[config.mk]
export PLATFORM = sky130hd
export DESIGN_NAME = button_event_scheduler_flat
export DESIGN_NICKNAME = d
export VERILOG_FILES = /design/src/rtl/button_event_if.sv /design/src/rtl/button_event_scheduler.sv /design/src/flat_wrapper.sv
export SDC_FILE = /design/constraint.sdc
export NUM_CORES = 1
export LEC_CHECK = 0
export BUFFER_PORTS_ARGS = -buffer_cell sky130_fd_sc_hd__buf_2
export CAP_MARGIN = 20
export CELL_PAD_IN_SITES_DETAIL_PLACEMENT = 1
export CELL_PAD_IN_SITES_GLOBAL_PLACEMENT = 1
export CORE_MARGIN = 4
export CORE_UTILIZATION = 51
export CTS_CLUSTER_DIAMETER = 100
export DETAILED_ROUTE_END_ITERATION = 8
export PLACE_DENSITY_LB_ADDON = 0.05
export SLEW_MARGIN = 20
export SYNTH_ARGS = -nofsm -noshare
export SYNTH_HDL_FRONTEND = slang
export SYNTH_SLANG_ARGS = --single-unit
[constraint.sdc]
create_clock -name clk -period 3.2 [get_ports clk]
set_input_delay 0.8 -clock clk [delete_from_list [all_inputs] [get_ports clk]]
set_output_delay 0.8 -clock clk [all_outputs]
set_load 0.02 [all_outputs]
[src/rtl/button_event_if.sv]
// Event stream from the button front-end to the command logic.
// The master drives a show-ahead head entry and the slave acknowledges it with ev_ready.
interface button_event_if;
    logic       ev_valid;
    logic       ev_ready;
    logic [2:0] ev_btn;
    logic       ev_rise;

    modport master (output ev_valid, output ev_btn, output ev_rise, input ev_ready);
    modport slave  (input ev_valid, input ev_btn, input ev_rise, output ev_ready);
endinterface

[src/rtl/button_event_scheduler.sv]
// Button front-end: synchronise, debounce and edge-qualify N raw buttons.
// Qualified events are arbitrated round-robin into a small show-ahead event FIFO.
module button_event_scheduler #(
    parameter int N_BTN           = 4,
    parameter int DEBOUNCE_CYCLES = 16,
    parameter int FIFO_DEPTH      = 4
) (
    input  logic                 clk,
    input  logic                 rst_n,
    input  logic [N_BTN-1:0]     btn_raw_i,
    input  logic [2*N_BTN-1:0]   edge_cfg_i,
    button_event_if.master       ev_if,
    output logic [N_BTN-1:0]     btn_level_o,
    output logic [N_BTN-1:0]     overflow_o,
    input  logic                 clr_ovf_i
);

    localparam int CNT_W  = $clog2(DEBOUNCE_CYCLES);
    localparam int IDX_W  = $clog2(N_BTN);
    localparam int PTR_W  = $clog2(FIFO_DEPTH);
    localparam int FCNT_W = PTR_W + 1;
    localparam logic [CNT_W-1:0]  DB_LAST  = CNT_W'(DEBOUNCE_CYCLES - 1);
    localparam logic [IDX_W-1:0]  IDX_LAST = IDX_W'(N_BTN - 1);
    localparam logic [FCNT_W-1:0] FIFO_CAP = FCNT_W'(FIFO_DEPTH);

    logic [N_BTN-1:0] sync0_q, sync1_q;
    logic [N_BTN-1:0] level_q, level_d, level_prev_q;
    logic [CNT_W-1:0] cnt_q [N_BTN];
    logic [CNT_W-1:0] cnt_d [N_BTN];
    logic [N_BTN-1:0] pulse_q, pulse_d, pol_q, pol_d;
    logic [N_BTN-1:0] pend_q, pend_d, pend_pol_q, pend_pol_d;
    logic [N_BTN-1:0] ovf_q, ovf_d, ovf_set_s;
    logic [IDX_W-1:0] ptr_q, ptr_d;
    logic [3:0]       fifo_mem_q [FIFO_DEPTH];
    logic [PTR_W-1:0] wr_ptr_q, wr_ptr_d, rd_ptr_q, rd_ptr_d;
    logic [FCNT_W-1:0] count_q, count_d;

    logic             ev_valid_s, pop_s, can_accept_s;
    logic             gnt_valid_s;
    logic [IDX_W-1:0] gnt_idx_s, cand_s;
    logic [N_BTN-1:0] gnt_vec_s;
    logic [3:0]       entry_s;
    int               cand_int_s;

    // Debounce: count consecutive disagreeing samples, toggle the level on the last one.
    always_comb begin
        level_d = level_q;
        for (int i = 0; i < N_BTN; i++) begin
            cnt_d[i] = '0;
            if (sync1_q[i] == level_q[i]) begin
                cnt_d[i] = '0;
            end else if (cnt_q[i] == DB_LAST) begin
                cnt_d[i]   = '0;
                level_d[i] = ~level_q[i];
            end else begin
                cnt_d[i] = cnt_q[i] + CNT_W'(1);
            end
        end
    end

    // Edge qualification; mode is sampled while the transition is visible.
    always_comb begin
        pulse_d = '0;
        pol_d   = '0;
        for (int i = 0; i < N_BTN; i++) begin
            pol_d[i] = level_q[i];
            case (edge_cfg_i[2*i +: 2])
                2'b00:   pulse_d[i] = level_q[i] & ~level_prev_q[i];
                2'b01:   pulse_d[i] = ~level_q[i] & level_prev_q[i];
                default: pulse_d[i] = level_q[i] ^ level_prev_q[i];
            endcase
        end
    end

    assign ev_valid_s   = (count_q != '0);
    assign pop_s        = ev_valid_s & ev_if.ev_ready;
    assign can_accept_s = (count_q < FIFO_CAP) | pop_s;

    // Round-robin search starting at ptr_q; first pending button wins.
    always_comb begin
        gnt_valid_s = 1'b0;
        gnt_idx_s   = '0;
        cand_int_s  = 0;
        cand_s      = '0;
        for (int k = 0; k < N_BTN; k++) begin
            cand_int_s  = int'(ptr_q) + k;
            cand_int_s  = (cand_int_s >= N_BTN) ? (cand_int_s - N_BTN) : cand_int_s;
            cand_s      = IDX_W'(cand_int_s);
            gnt_idx_s   = (!gnt_valid_s && pend_q[cand_s]) ? cand_s : gnt_idx_s;
            gnt_valid_s = gnt_valid_s | pend_q[cand_s];
        end
        gnt_valid_s = gnt_valid_s & can_accept_s;
        gnt_vec_s   = gnt_valid_s ? (N_BTN'(1) << gnt_idx_s) : '0;
        ptr_d       = ptr_q;
        if (gnt_valid_s) begin
            ptr_d = (gnt_idx_s == IDX_LAST) ? '0 : (gnt_idx_s + IDX_W'(1));
        end else begin
            ptr_d = ptr_q;
        end
    end

    // Pending slots: a pulse on a granted button reloads, on a busy one it is lost.
    always_comb begin
        pend_d     = pend_q;
        pend_pol_d = pend_pol_q;
        ovf_set_s  = '0;
        for (int i = 0; i < N_BTN; i++) begin
            case ({pulse_q[i], gnt_vec_s[i]})
                2'b11: begin
                    pend_d[i]     = 1'b1;
                    pend_pol_d[i] = pol_q[i];
                end
                2'b10: begin
                    if (pend_q[i]) begin
                        ovf_set_s[i] = 1'b1;
                    end else begin
                        pend_d[i]     = 1'b1;
                        pend_pol_d[i] = pol_q[i];
                    end
                end
                2'b01:   pend_d[i] = 1'b0;
                default: pend_d[i] = pend_q[i];
            endcase
        end
        ovf_d = (ovf_q & ~{N_BTN{clr_ovf_i}}) | ovf_set_s;
    end

    // FIFO pointer and occupancy bookkeeping.
    always_comb begin
        entry_s  = {3'(gnt_idx_s), pend_pol_q[gnt_idx_s]};
        wr_ptr_d = gnt_valid_s ? (wr_ptr_q + PTR_W'(1)) : wr_ptr_q;
        rd_ptr_d = pop_s ? (rd_ptr_q + PTR_W'(1)) : rd_ptr_q;
        case ({gnt_valid_s, pop_s})
            2'b10:   count_d = count_q + FCNT_W'(1);
            2'b01:   count_d = count_q - FCNT_W'(1);
            default: count_d = count_q;
        endcase
    end

    // State registers for every pipeline stage.
    always_ff @(posedge clk or negedge rst_n) begin
        if (!rst_n) begin
            sync0_q      <= '0;
            sync1_q      <= '0;
            level_q      <= '0;
            level_prev_q <= '0;
            pulse_q      <= '0;
            pol_q        <= '0;
            pend_q       <= '0;
            pend_pol_q   <= '0;
            ovf_q        <= '0;
            ptr_q        <= '0;
            wr_ptr_q     <= '0;
            rd_ptr_q     <= '0;
            count_q      <= '0;
            for (int i = 0; i < N_BTN; i++) begin
                cnt_q[i] <= '0;
            end
            for (int j = 0; j < FIFO_DEPTH; j++) begin
                fifo_mem_q[j] <= 4'b0000;
            end
        end else begin
            sync0_q      <= btn_raw_i;
            sync1_q      <= sync0_q;
            level_q      <= level_d;
            level_prev_q <= level_q;
            pulse_q      <= pulse_d;
            pol_q        <= pol_d;
            pend_q       <= pend_d;
            pend_pol_q   <= pend_pol_d;
            ovf_q        <= ovf_d;
            ptr_q        <= ptr_d;
            wr_ptr_q     <= wr_ptr_d;
            rd_ptr_q     <= rd_ptr_d;
            count_q      <= count_d;
            for (int i = 0; i < N_BTN; i++) begin
                cnt_q[i] <= cnt_d[i];
            end
            if (gnt_valid_s) begin
                fifo_mem_q[wr_ptr_q] <= entry_s;
            end else begin
                fifo_mem_q[wr_ptr_q] <= fifo_mem_q[wr_ptr_q];
            end
        end
    end

    assign ev_if.ev_valid = ev_valid_s;
    assign ev_if.ev_btn   = fifo_mem_q[rd_ptr_q][3:1];
    assign ev_if.ev_rise  = fifo_mem_q[rd_ptr_q][0];
    assign btn_level_o    = level_q;
    assign overflow_o     = ovf_q;

endmodule

[src/flat_wrapper.sv]
// flat-port wrapper written by rule: the top's interface ports become plain ports
module button_event_scheduler_flat 
#(
    parameter int N_BTN           = 4,
    parameter int DEBOUNCE_CYCLES = 16,
    parameter int FIFO_DEPTH      = 4
)
  (clk, rst_n, btn_raw_i, edge_cfg_i, btn_level_o, overflow_o, clr_ovf_i, ev_if_ev_valid, ev_if_ev_btn, ev_if_ev_rise, ev_if_ev_ready);
  button_event_if ev_if_i ();
  input  logic clk;
  input  logic rst_n;
  input  logic [N_BTN-1:0] btn_raw_i;
  input  logic [2*N_BTN-1:0] edge_cfg_i;
  output logic [N_BTN-1:0] btn_level_o;
  output logic [N_BTN-1:0] overflow_o;
  input  logic clr_ovf_i;
  output wire logic [$bits(ev_if_i.ev_valid)-1:0] ev_if_ev_valid;
  output wire logic [$bits(ev_if_i.ev_btn)-1:0] ev_if_ev_btn;
  output wire logic [$bits(ev_if_i.ev_rise)-1:0] ev_if_ev_rise;
  input wire logic [$bits(ev_if_i.ev_ready)-1:0] ev_if_ev_ready;
  assign ev_if_ev_valid = ev_if_i.ev_valid;
  assign ev_if_ev_btn = ev_if_i.ev_btn;
  assign ev_if_ev_rise = ev_if_i.ev_rise;
  assign ev_if_i.ev_ready = ev_if_ev_ready;
  button_event_scheduler #(.N_BTN(N_BTN), .DEBOUNCE_CYCLES(DEBOUNCE_CYCLES), .FIFO_DEPTH(FIFO_DEPTH)) u_core (.clk(clk), .rst_n(rst_n), .btn_raw_i(btn_raw_i), .edge_cfg_i(edge_cfg_i), .ev_if(ev_if_i), .btn_level_o(btn_level_o), .overflow_o(overflow_o), .clr_ovf_i(clr_ovf_i));
endmodule
Word-level counts from Yosys, hierarchy flattened

Cells that the tools add are included.

Add/subtract/negate cells: 16
$mul: 0
Div/mod/pow operators: 0
$lt $le $gt $ge: 13
Equal/unequal tests: 31
Shifts and indexed selects: 1
Multiplexer cells: 64
Bitwise operators: 35
Reductions and logical operators: 33

Operators by type and width:

| cell                | count |
|---|---|
| $mux 4              | 14 |
| $bwmux 16           | 2 |
| $pmux 1 s2          | 12 |
| $eq 2x2->1 const B  | 10 |
| $eq 2x1->1 const B  | 9 |
| $mux 2              | 9 |
| $reduce_bool 2->1   | 9 |
| $mux 1              | 17 |
| $add 4x1->4 const B | 4 |
| $bmux 4 s2          | 2 |
| $eq 4x4->1 const B  | 4 |
| $mux 16             | 1 |
| $reduce_and 2->1    | 8 |
| $ge 3x3->1 const B  | 5 |
| $lt 2x3->1 const B  | 5 |
| $not 1->1           | 12 |
| $and 1x1->1         | 10 |
| $bmux 1 s2          | 5 |
| $demux 4 s2         | 1 |
| $logic_not 2->1     | 4 |
| $ne 2x2->1 const B  | 4 |
| $reduce_or 2->1     | 4 |
| $sub 2x1->2 const B | 4 |
| $add 2x1->2 const B | 3 |
| 19 further kinds    | 35 |

Bits in registers: 73
Bits in latches: 0
Bits in writable memories: 0
Memory bits (read-only): 0
Bits of input ports: 16
Output and inout bits: 13
Logic and storage cells: 222
Memories: 0

Logic depth before layout (Yosys ltp)

Gate-level depths: netlist of run 1.

Word-level depth: 15
Mapped depth: 9
Mapped depth without buffers: 9

Least setup slack after synthesis of run 1

No wires, ideal clock.

Path kind: input-to-reg
Start point: in ev_if_ev_ready
End point: reg u_core.count_q[2]
Library setup time: 0.079 ns
Data arrival time: 2.289 ns
Required time: 3.121 ns
Setup slack: 0.832 ns
Stages: 9
Path buffers: 0
Cells stage by stage: nand2b_1 > a21boi_2 > inv_2 > ha_1 > inv_1 > fa_1 > xor2_1 > nor2_1 > xor2_1

Word-level cells in the longest chain between the ends: 5
Elaborated cells between the ends (all ways): 7
Those cells by class: eq/ne: 2; mux: 1; bitwise: 3; reduce/logical: 1

RTL lines:

| item                                            | line                          | text |
|---|---|---|
| from (decl)                                     | flat_wrapper.sv:20            | `input wire logic [$bits(ev_if_i.ev_ready)-1:0] ev_if_ev_ready;` |
| $and 1x1->1 *                                   | button_event_scheduler.sv:76  | `assign pop_s = ev_valid_s & ev_if.ev_ready;` |
| $or 1x1->1                                      | button_event_scheduler.sv:77  | `assign can_accept_s = (count_q < FIFO_CAP) \| pop_s;` |
| $and 1x1->1                                     | button_event_scheduler.sv:92  | `gnt_valid_s = gnt_valid_s & can_accept_s;` |
| $eq 2x1->1 or $eq 2x2->1 (tied branches)        | button_event_scheduler.sv:133 | `case ({gnt_valid_s, pop_s})` |
| $pmux 3 s2 or $reduce_bool 2->1 (tied branches) | -                             |  |
| to (signal assigned)                            | button_event_scheduler.sv:175 | `count_q <= count_d;` |
| to (decl)                                       | button_event_scheduler.sv:36  | `logic [FCNT_W-1:0] count_q, count_d;` |

Every way passes the cells marked *; elsewhere a longest branch is shown, timed or not.
A chain may end at the register's enable or synchronous reset.

Final worst setup path of run 1

Start point: reg u_core.rd_ptr_q[0]
End point: out ev_if_ev_rise

Word-level cells in the longest chain between the ends: 4

RTL lines:

| item                            | line                          | text |
|---|---|---|
| from (decl)                     | button_event_scheduler.sv:35  | `logic [PTR_W-1:0] wr_ptr_q, wr_ptr_d, rd_ptr_q, rd_ptr_d;` |
| from (signal assigned)          | button_event_scheduler.sv:174 | `rd_ptr_q <= rd_ptr_d;` |
| $not 2->3 (implied by the code) | button_event_scheduler.sv:189 | `assign ev_if.ev_rise = fifo_mem_q[rd_ptr_q][0];` |
| $bmux 4 s2                      | button_event_scheduler.sv:189 |  |
| $mux 4 (2 in a row)             | -                             |  |
| to (decl)                       | flat_wrapper.sv:19            | `output wire logic [$bits(ev_if_i.ev_rise)-1:0] ev_if_ev_rise;` |

Every way passes these cells. The select of a mux whose other input is x is not followed.

==> impl_metrics.tcl, run 1 <==
set metrics [dict create \
    worst_slew_pin_slew_ns 0.607 \
    die_area_mm2 0.00792 \
    postCtsSetupRepairBufs 0 \
    leakage_nw 1.75 \
    fin_setup_tns_ns 0 \
    core_mm2 0.00635 \
    port_buffers 28 \
    cts-root-buf "clkbuf_8" \
    crit_type "reg -> out" \
    status "finished clean" \
    grt_use_total_pct 18.9 \
    routed-via-count 2145 \
    whs_path_depth 0 \
    htree_levels 3 \
    cts.sinks 73 \
    yosysTopAreaCell "dfrtp_1" \
    cap_violations 0 \
    hp-class "reg -> reg" \
    worstHoldStart "u_core.sync0_q[1]" \
    ys_seq_area_share_pct 54.6 \
    grt_pass1_vias 2361 \
    syn_nets 312 \
    reg2reg_slack_ns 0.89 \
    synthCells 277 \
    drt_first_pass_iters 4 \
    cts_buffers 9 \
    num-nets-final 350 \
    ys_top_cells_by_area "dfrtp_1 55%, ha_1 6.7%, mux4_2 5.4%, mux2_2 5.0%, a21oi_1 3.4%" \
    antennaDiodeCount 0 \
    rows 29 \
    dp_hpwl_um 4620 \
    grt_max_degree 50 \
    area_growth_pct 13.8 \
    multi_input_comb_area_mm2 0.00140 \
    drc 0 \
    synth_top_area_share_pct 54.6 \
    fin_skew_ns 0.00933 \
    clk_latency_ns 0.34 \
    clk_pin_slew_worst_paths_ns 0.07 \
    ys_warn_count 0 \
    grt.overflow.total 0 \
    worstPathRequired_ns 2.40 \
    regToRegStartpoint "u_core.pend_q[1]" \
    setup_viol 0 \
    max_freq_mhz 414 \
    cp-end-kind "primary output" \
    async_reset_ff_share_pct 100 \
    cts_resized 0 \
    netlist_top_cells_count "73 x dfrtp_1, 27 x inv_1, 23 x a21oi_1" \
    chipHeight_um 89.0 \
    drt-initial-drc-count 60 \
    dpl.cell_count 381 \
    final_cells 396 \
    rsz0062_at_grt "no" \
    tritoncts "yes" \
    maxSlewHeadroom_pct 59.3 \
    r2r-end "u_core.count_q[2]" \
    ys.flop_type "dfrtp_1" \
    crit_fanout 6 \
    fill_cells 666 \
    final_util_pct 60.0 \
    postSynthAreaPerCell_um2 12.1 \
    hold_buffers 0 \
    wl_um 6430 \
    place.gp.congestion 0.777 \
    crit_arrival_ns 1.61 \
    finalCritPeriodShare_pct 75.4 \
    p_per_area_mw_per_mm2 862 \
    hold_viol_final 0 \
    yosysMostFrequentCell "dfrtp_1" \
    fp.dieW_um 89.0 \
    grt_antenna_before_repair 0 \
    synth_cell_type_count 39 \
    ioPinCount 29 \
    synth-seq-cells 73 \
    postRouteAntennaNets 0 \
    initial_core_util_pct 52.7 \
    wl_per_cell_um 16.2 \
    drv_slew 0 \
    vdd_ir_drop_max_v 0.000423 \
    worstHoldEndpoint "u_core.sync1_q[1]" \
    timing.final.crit_period_ns 2.41 \
    syn-cell-area_mm2 0.00335 \
    grt_pass1_wl_um 11400 \
    p_total_mw 3.29 \
    drive_gt1_share_pct 23.8 \
    worst_r2r_path_depth 9 \
    regArea_mm2 0.00183 \
    viasPerCell 5.42 \
    synth-edff-count 0 \
    start_kind "flip-flop" \
    clockBufferDepth 2 \
]
placed cells by master (no fill, tap or decap), types with 2 or more instances in the layout:
cell      netlist  layout
dfrtp_1        73      73
buf_2           0      28
inv_1          27      27
a21oi_1        23      23
ha_1           18      18
nor2_1         17      17
nand2_1        16      16
mux2_2         15      15
clkbuf_8        0      13
xnor2_1        11      11
nor2b_1         9       9
mux4_2          8       8
o21ai_0         7       7
a211oi_1        5       5
nand3_1         4       4
nor3b_1         4       4
nand4b_1        4       4
o22ai_1         3       3
mux2i_1         3       3
xor2_1          3       3
and2_1          2       2
nand2b_1        2       2
o21ai_1         2       2
o31ai_1         2       2
a211oi_2        2       2
metrics by stage:
stage          worst slack, ns  area (um2)  hold slack (ns)
2_1_floorplan            0.832        3350            0.331
3_5_place_dp             0.534        3600            0.336
6_report                 0.786        3810            0.350
4_1_cts                  0.739        3810            0.353
3_3_place_gp             0.621        3600            0.335
5_1_grt                  0.661        3810            0.363
logic make-up (layout without fill, tap and decap cells):
| group | count (synthesis) | in the layout | share of synthesized area, % |
|---|---|---|---|
| muxes | 26 | 26 | 11.3 |
| buffers and inverters | 31 | 73 | 3.63 |
| AOI/OAI and AO/OA | 49 | 49 | 9.01 |
| and+or+nand+nor | 65 | 65 | 10.5 |
| xor gates and xnor gates | 14 | 14 | 3.66 |
| DFF | 73 | 73 | 54.6 |
| adders and majority gates | 19 | 19 | 7.33 |
area by class of cell:
type / count / area share (%)
timing repair buffer: 29 / 4.20
inverter: 29 / 2.99
multi-input combinational: 173 / 36.7
clock buffer: 13 / 4.70
sequential: 73 / 47.9
clock inverter: 2 / 0.920
tap: 77 / 2.53
sequential cells by signal, indices dropped and copies added, names as in the netlist, 3 cells and up:
register,count
u_core.level_prev_q,4
u_core.btn_level_o,4
u_core.pulse_q,4
u_core.sync0_q,4
u_core.cnt_q,16
u_core.sync1_q,4
u_core.pend_q,4
u_core.count_q,3
u_core.overflow_o,4
u_core.pend_pol_q,4
u_core.fifo_mem_q,16
routing by layer:
metal | global-route usage (%) | vias up | part of all wire, %
met1 | 25.8 | 1078 | 48
li1 | - | 1029 | -
met2 | 30.2 | 30 | 47
met5 | 0 | - | 0
met4 | 5.95 | 0 | 1.2
met3 | 4.33 | 8 | 3.7
critical path, cell delays in order (launching register included):
cell,delay (ns)
dfrtp_1,0.55
mux4_2,0.55
buf_2,0.18
report_power, final:
part / total, mW / internal [mW] / switching (mW)
registers: 1.35 / 1.13 / 0.218
logic: 1.18 / 0.536 / 0.639
clock network: 0.765 / 0.440 / 0.325
worst max-delay path by stage:
stage / start / to / slack, ns / depth (start not counted)
detailed placement: ev_if_ev_ready / u_core.count_q[2] / 0.53 / 10
CTS: u_core.rd_ptr_q[0] / ev_if_ev_rise / 0.74 / 2
finish: u_core.rd_ptr_q[0] / ev_if_ev_rise / 0.79 / 2
global route: u_core.pend_q[1] / u_core.count_q[2] / 0.66 / 9
floorplan: ev_if_ev_ready / u_core.count_q[2] / 0.83 / 9
global placement: ev_if_ev_ready / u_core.count_q[2] / 0.62 / 10
Note: power is estimated with default switching activity, not from simulation.
==> inputs of run 2 (changes only) <==
--- a/config.mk
+++ b/config.mk
@@ -10,7 +10,7 @@
 export CELL_PAD_IN_SITES_DETAIL_PLACEMENT = 1
 export CELL_PAD_IN_SITES_GLOBAL_PLACEMENT = 1
 export CORE_MARGIN = 4
-export CORE_UTILIZATION = 51
+export CORE_UTILIZATION = 43
 export CTS_CLUSTER_DIAMETER = 100
 export DETAILED_ROUTE_END_ITERATION = 8
 export PLACE_DENSITY_LB_ADDON = 0.05
==> constraint.sdc (replaced) <==
create_clock -name clk -period 2.1 [get_ports clk]
set_input_delay 0.525 -clock clk [delete_from_list [all_inputs] [get_ports clk]]
set_output_delay 0.525 -clock clk [all_outputs]
set_load 0.02 [all_outputs]
==> impl_metrics.tcl, run 2 (same netlist as run 1, synthesis figures left out) <==
set metrics [dict create \
    status "finished clean" \
    dp_hpwl_um 4860 \
    grt_pass1_wl_um 11300 \
    p_per_area_mw_per_mm2 1360 \
    vdd_ir_drop_max_v 0.000449 \
    leakage_nw 1.84 \
    cp-end-kind "primary output" \
    cp_slowest_stage_delay_ns 0.54 \
    cts.sinks 73 \
    final_common_cell "dfrtp_1" \
    reg2reg_slack_ns 0.09 \
    start_kind "flip-flop" \
    cp_num_cells 2 \
    startpoint "u_core.rd_ptr_q[0]" \
    worstPathCellList "mux4_2 -> buf_6" \
    crit_buf_inv 1 \
    r2r-end "u_core.pend_pol_q[3]" \
    clockBufferDepth 2 \
    final_cell_mix "71 x dfrtp_1, 27 x inv_1, 24 x buf_2, 22 x a21oi_1, 18 x ha_1" \
    clk_latency_ns 0.34 \
    setup_viol 0 \
    drt_first_pass_iters 5 \
    crit_type "reg -> out" \
    hp-class "in -> async" \
    drc 0 \
    ioPinCount 29 \
    wl_per_cell_um 15.3 \
    grt_use_total_pct 16.3 \
    cpLargestDelayFamily "multiplexers" \
    hold_viol_final 0 \
    grt_max_degree 40 \
    chipHeight_um 96.2 \
    grt_pass1_vias 2361 \
    fin_skew_ns 0.00614 \
    top_regs "u_core.cnt_q (16), u_core.fifo_mem_q (16)" \
    htree_levels 3 \
    maxSlewHeadroom_pct 73.0 \
    port_buffers 28 \
    hold_buffers 0 \
    routed-via-count 2193 \
    finalCritPeriodShare_pct 96.0 \
    final_cells 432 \
    drive_gt1_share_pct 28.8 \
    antennaDiodeCount 0 \
    grt.overflow.total 0 \
    cap_violations 0 \
    endpoint "ev_if_ev_rise" \
    regToRegStartpoint "u_core.pend_q[2]" \
    worstPathRequired_ns 1.57 \
    num-nets-final 363 \
    cts_buffers 9 \
    core_mm2 0.00741 \
    dpl.cell_count 412 \
    worst_slew_pin_slew_ns 0.394 \
    place.gp.congestion 0.748 \
    dpl-instance-area_mm2 0.00369 \
    crit_arrival_ns 1.49 \
    worst_r2r_path_depth 9 \
    viasPerCell 5.08 \
    timing.final.crit_period_ns 2.02 \
    die_area_mm2 0.00926 \
    clk_pin_slew_worst_paths_ns 0.08 \
    rsz0062_at_grt "yes" \
    tritoncts "yes" \
    grt_antenna_before_repair 0 \
    wl_um 6620 \
    max_freq_mhz 496 \
    fp.dieW_um 96.2 \
    drv_slew 0 \
    cts-root-buf "clkbuf_8" \
    final_cell_area_mm2 0.00402 \
    rows 31 \
    crit_fanout 5 \
    postRouteAntennaNets 0 \
    critPathSlowestCell "mux4_2" \
    initial_core_util_pct 45.2 \
    area_growth_pct 20.0 \
    drt-initial-drc-count 78 \
]
==> run 2: cell types whose count changed in the layout (fill, tap and decap cells not counted), moves of 2 or more <==
cell,change
buf_4,+13
buf_2,-4
buf_6,+4
clkbuf_8,-3
bufinv_16,+2
clkinv_4,+2
dfrtp_1,-2
dfrtp_2,+2
==> run 2: area by class of cell <==
| type | instances | area [um2] |
|---|---|---|
| clock buffers | 10 | 138 |
| clock inverters | 6 | 115 |
| fillers | 779 | 3390 |
| inverters | 29 | 114 |
| multi-input cells | 173 | 1410 |
| flip-flops and latches | 73 | 1830 |
| well taps | 99 | 124 |
| repair buffers | 42 | 283 |
==> run 2: power breakdown <==
part           total, mW  switching [mW]  internal [mW]
logic               2.06            1.03           1.03
registers           2.06           0.339           1.72
clock network       1.36           0.534          0.826
==> run 2: how the worst min path moves through the flow <==
stage	start	endpoint	slack, ns	cells after the start
3_3_place_gp	u_core.sync0_q[1]	u_core.sync1_q[1]	0.33	0
6_report	rst_n	u_core.fifo_mem_q[10]	0.11	1
5_1_grt	rst_n	u_core.fifo_mem_q[10]	0.13	1
3_5_place_dp	u_core.sync0_q[1]	u_core.sync1_q[1]	0.34	0
4_1_cts	rst_n	u_core.fifo_mem_q[10]	0.12	1
2_1_floorplan	rst_n	u_core.btn_level_o[0]	0.23	0
==> run 2: worst register-to-register path: stages, from the launching register on <==
cell,delay (ns)
dfrtp_2,0.43
nor2b_4,0.14
o21a_1,0.21
or3_4,0.41
clkinv_4,0.06
ha_1,0.15
nand2_1,0.07
nand2_2,0.09
nand2_1,0.07
mux2_2,0.26
==> run 2: metal layers <==
| layer | GRT usage, % | share of wire, % |
|---|---|---|
| met3 | 3.13 | 3.4 |
| met1 | 21.7 | 47 |
| met5 | 0 | 0 |
| met4 | 7.46 | 1.6 |
| met2 | 25.6 | 48 |
==> run 2: what timing repair did <==
action                     CTS  global route
gates resized for setup      1            13
setup endpoints to repair    4             6
hold endpoints to repair     0             0
buffers inserted             1             3
==> run 2: through the flow <==
stage	utilization (%)	worst slack [ns]	TNS (ns)	power (mW)	hold WS [ns]
floorplan	-	0.00703	0	3.36	0.229
global placement	49.8	0.0102	0	3.94	0.332
detailed placement	49.8	-0.0989	-0.0989	4.02	0.336
CTS	53.4	0.0325	0	5.43	0.124
global route	54.2	-0.00976	-0.0214	5.89	0.126
finish	54.2	0.0838	0	5.48	0.114
==> inputs of run 3 (changes only) <==
--- a/config.mk
+++ b/config.mk
@@ -13,7 +13,7 @@
 export CORE_UTILIZATION = 43
 export CTS_CLUSTER_DIAMETER = 100
 export DETAILED_ROUTE_END_ITERATION = 8
-export PLACE_DENSITY_LB_ADDON = 0.05
+export PLACE_DENSITY = 0.82
 export SLEW_MARGIN = 20
 export SYNTH_ARGS = -nofsm -noshare
 export SYNTH_HDL_FRONTEND = slang
==> impl_metrics.tcl, run 3 (same netlist as run 1, synthesis figures left out) <==
set metrics [dict create \
    maxSlewHeadroom_pct 73.0 \
    start_kind "flip-flop" \
    clockBufferDepth 2 \
    chipHeight_um 96.2 \
    area_growth_pct 15.0 \
    crit_arrival_ns 1.50 \
    status "finished clean" \
    drive_gt1_share_pct 25.8 \
    final_cell_mix "72 x dfrtp_1, 28 x buf_2, 27 x inv_1, 22 x a21oi_1, 18 x ha_1" \
    num-nets-final 357 \
    crit_type "reg -> out" \
    worstPathRequired_ns 1.57 \
    grt.overflow.total 0 \
    drt-initial-drc-count 77 \
    hold_viol_final 0 \
    worstPathCellList "mux4_2 -> buf_2" \
    port_buffers 28 \
    timing.final.crit_period_ns 2.03 \
    cts.sinks 73 \
    clk_pin_slew_worst_paths_ns 0.07 \
    antennaDiodeCount 0 \
    die_area_mm2 0.00926 \
    drc 0 \
    viasPerCell 5.14 \
    clk_latency_ns 0.34 \
    leakage_nw 1.76 \
    cap_violations 0 \
    cts_buffers 9 \
    dpl.cell_count 409 \
    tritoncts "yes" \
    dp_hpwl_um 4810 \
    crit_fanout 5 \
    setup_viol 0 \
    top_regs "u_core.cnt_q (16), u_core.fifo_mem_q (16)" \
    place.gp.congestion 0.849 \
    ioPinCount 29 \
    vdd_ir_drop_max_v 0.000483 \
    postRouteAntennaNets 0 \
    grt_pass1_vias 2415 \
    initial_core_util_pct 45.2 \
    final_common_cell "dfrtp_1" \
    fin_skew_ns 0.00549 \
    routed-via-count 2183 \
    wl_um 6530 \
    grt_pass1_wl_um 11400 \
    grt_antenna_before_repair 0 \
    max_freq_mhz 493 \
    rsz0062_at_grt "yes" \
    drt_first_pass_iters 4 \
    p_total_mw 4.90 \
    final_util_pct 52.0 \
    wl_per_cell_um 15.4 \
    grt_max_degree 74 \
    drv_slew 0 \
    final_cells 425 \
    cp-end-kind "primary output" \
    grt_use_total_pct 16.4 \
    hp-class "in -> async" \
    final_cell_area_mm2 0.00385 \
    p_per_area_mw_per_mm2 1270 \
    rows 31 \
    dpl-instance-area_mm2 0.00367 \
    finalCritPeriodShare_pct 96.6 \
    worst_slew_pin_slew_ns 0.405 \
    cts-root-buf "clkbuf_8" \
    cp_slowest_stage_delay_ns 0.53 \
    fp.dieW_um 96.2 \
    hold_buffers 0 \
    core_mm2 0.00741 \
    htree_levels 3 \
    critPathSlowestCell "mux4_2" \
]
## run 3: cell count changes in the layout (fill, tap and decap cells not counted)
cell,previous run,this run
bufinv_16,3,0
buf_2,24,28
nand2_2,1,0
nand2_1,15,16
nor2_1,16,17
clkinv_2,0,2
nor2_2,1,0
buf_4,13,7
clkinv_4,3,1
clkbuf_1,0,2
dfrtp_1,71,72
buf_6,4,0
dfrtp_2,2,1
## run 3: critical path: cells and delay by family (launching register included)
kind     cells  cell delay [ns]
buf+inv      1             0.17
flops        1             0.47
mux          1             0.53
## run 3: what timing repair did
| action | in CTS | in global routing |
|---|---|---|
| resized for setup | 1 | 2 |
| setup endpoints to repair | 4 | 3 |
| cloned | 0 | 0 |
| pin swaps | 0 | 0 |
| hold endpoints to repair | 0 | 0 |
| buffers inserted | 1 | 0 |
## run 3: report_power, final
| part | internal, mW | switching [mW] | total, mW |
|---|---|---|---|
| Combinational | 0.903 | 0.993 | 1.90 |
| Clock | 0.451 | 0.484 | 0.935 |
| Sequential | 1.72 | 0.346 | 2.07 |
## run 3: metal layers
layer / global-route usage [%] / vias up / routed length (um)
li1: - / 1041 / -
met4: 4.98 / 0 / 82
met2: 27.7 / 29 / 3280
met5: 0 / - / 0
met1: 20.1 / 1105 / 2920
met3: 5.16 / 8 / 237
## run 3: path summary, 6_finish.rpt
check	from	to	slack, ns	cells past startpoint
worst min register to register	u_core.sync0_q[3]	u_core.sync1_q[3]	0.35	0
worst max-delay path	u_core.rd_ptr_q[0]	ev_if_ev_rise	0.07	2
min in group clk	btn_raw_i[1]	u_core.sync0_q[1]	0.29	1
max in group asynchronous	rst_n	u_core.rd_ptr_q[0]	1.59	2
worst min-delay path	rst_n	u_core.count_q[0]	0.19	2
worst max register to register	u_core.pend_q[2]	u_core.pend_pol_q[3]	0.08	9
## run 3: area by class of cell
cell class                      instances  area (um2)
Timing Repair Buffer                   36         213
Clock buffer                           12         145
Inverter                               29         114
Fill cell                             793        3560
Tap cell                               99         124
Sequential cell                        73        1830
Clock inverter                          3        17.5
Multi-Input combinational cell        173        1410
## run 3: metrics by stage
stage	hold slack [ns]	setup slack (ns)	TNS (ns)
after global routing	0.199	-0.0620	-0.116
after detailed placement	0.339	-0.0478	-0.0478
after floorplan	0.229	0.00703	0
after CTS	0.202	0.0278	0
after global placement	0.335	0.0216	0
final	0.189	0.0712	0
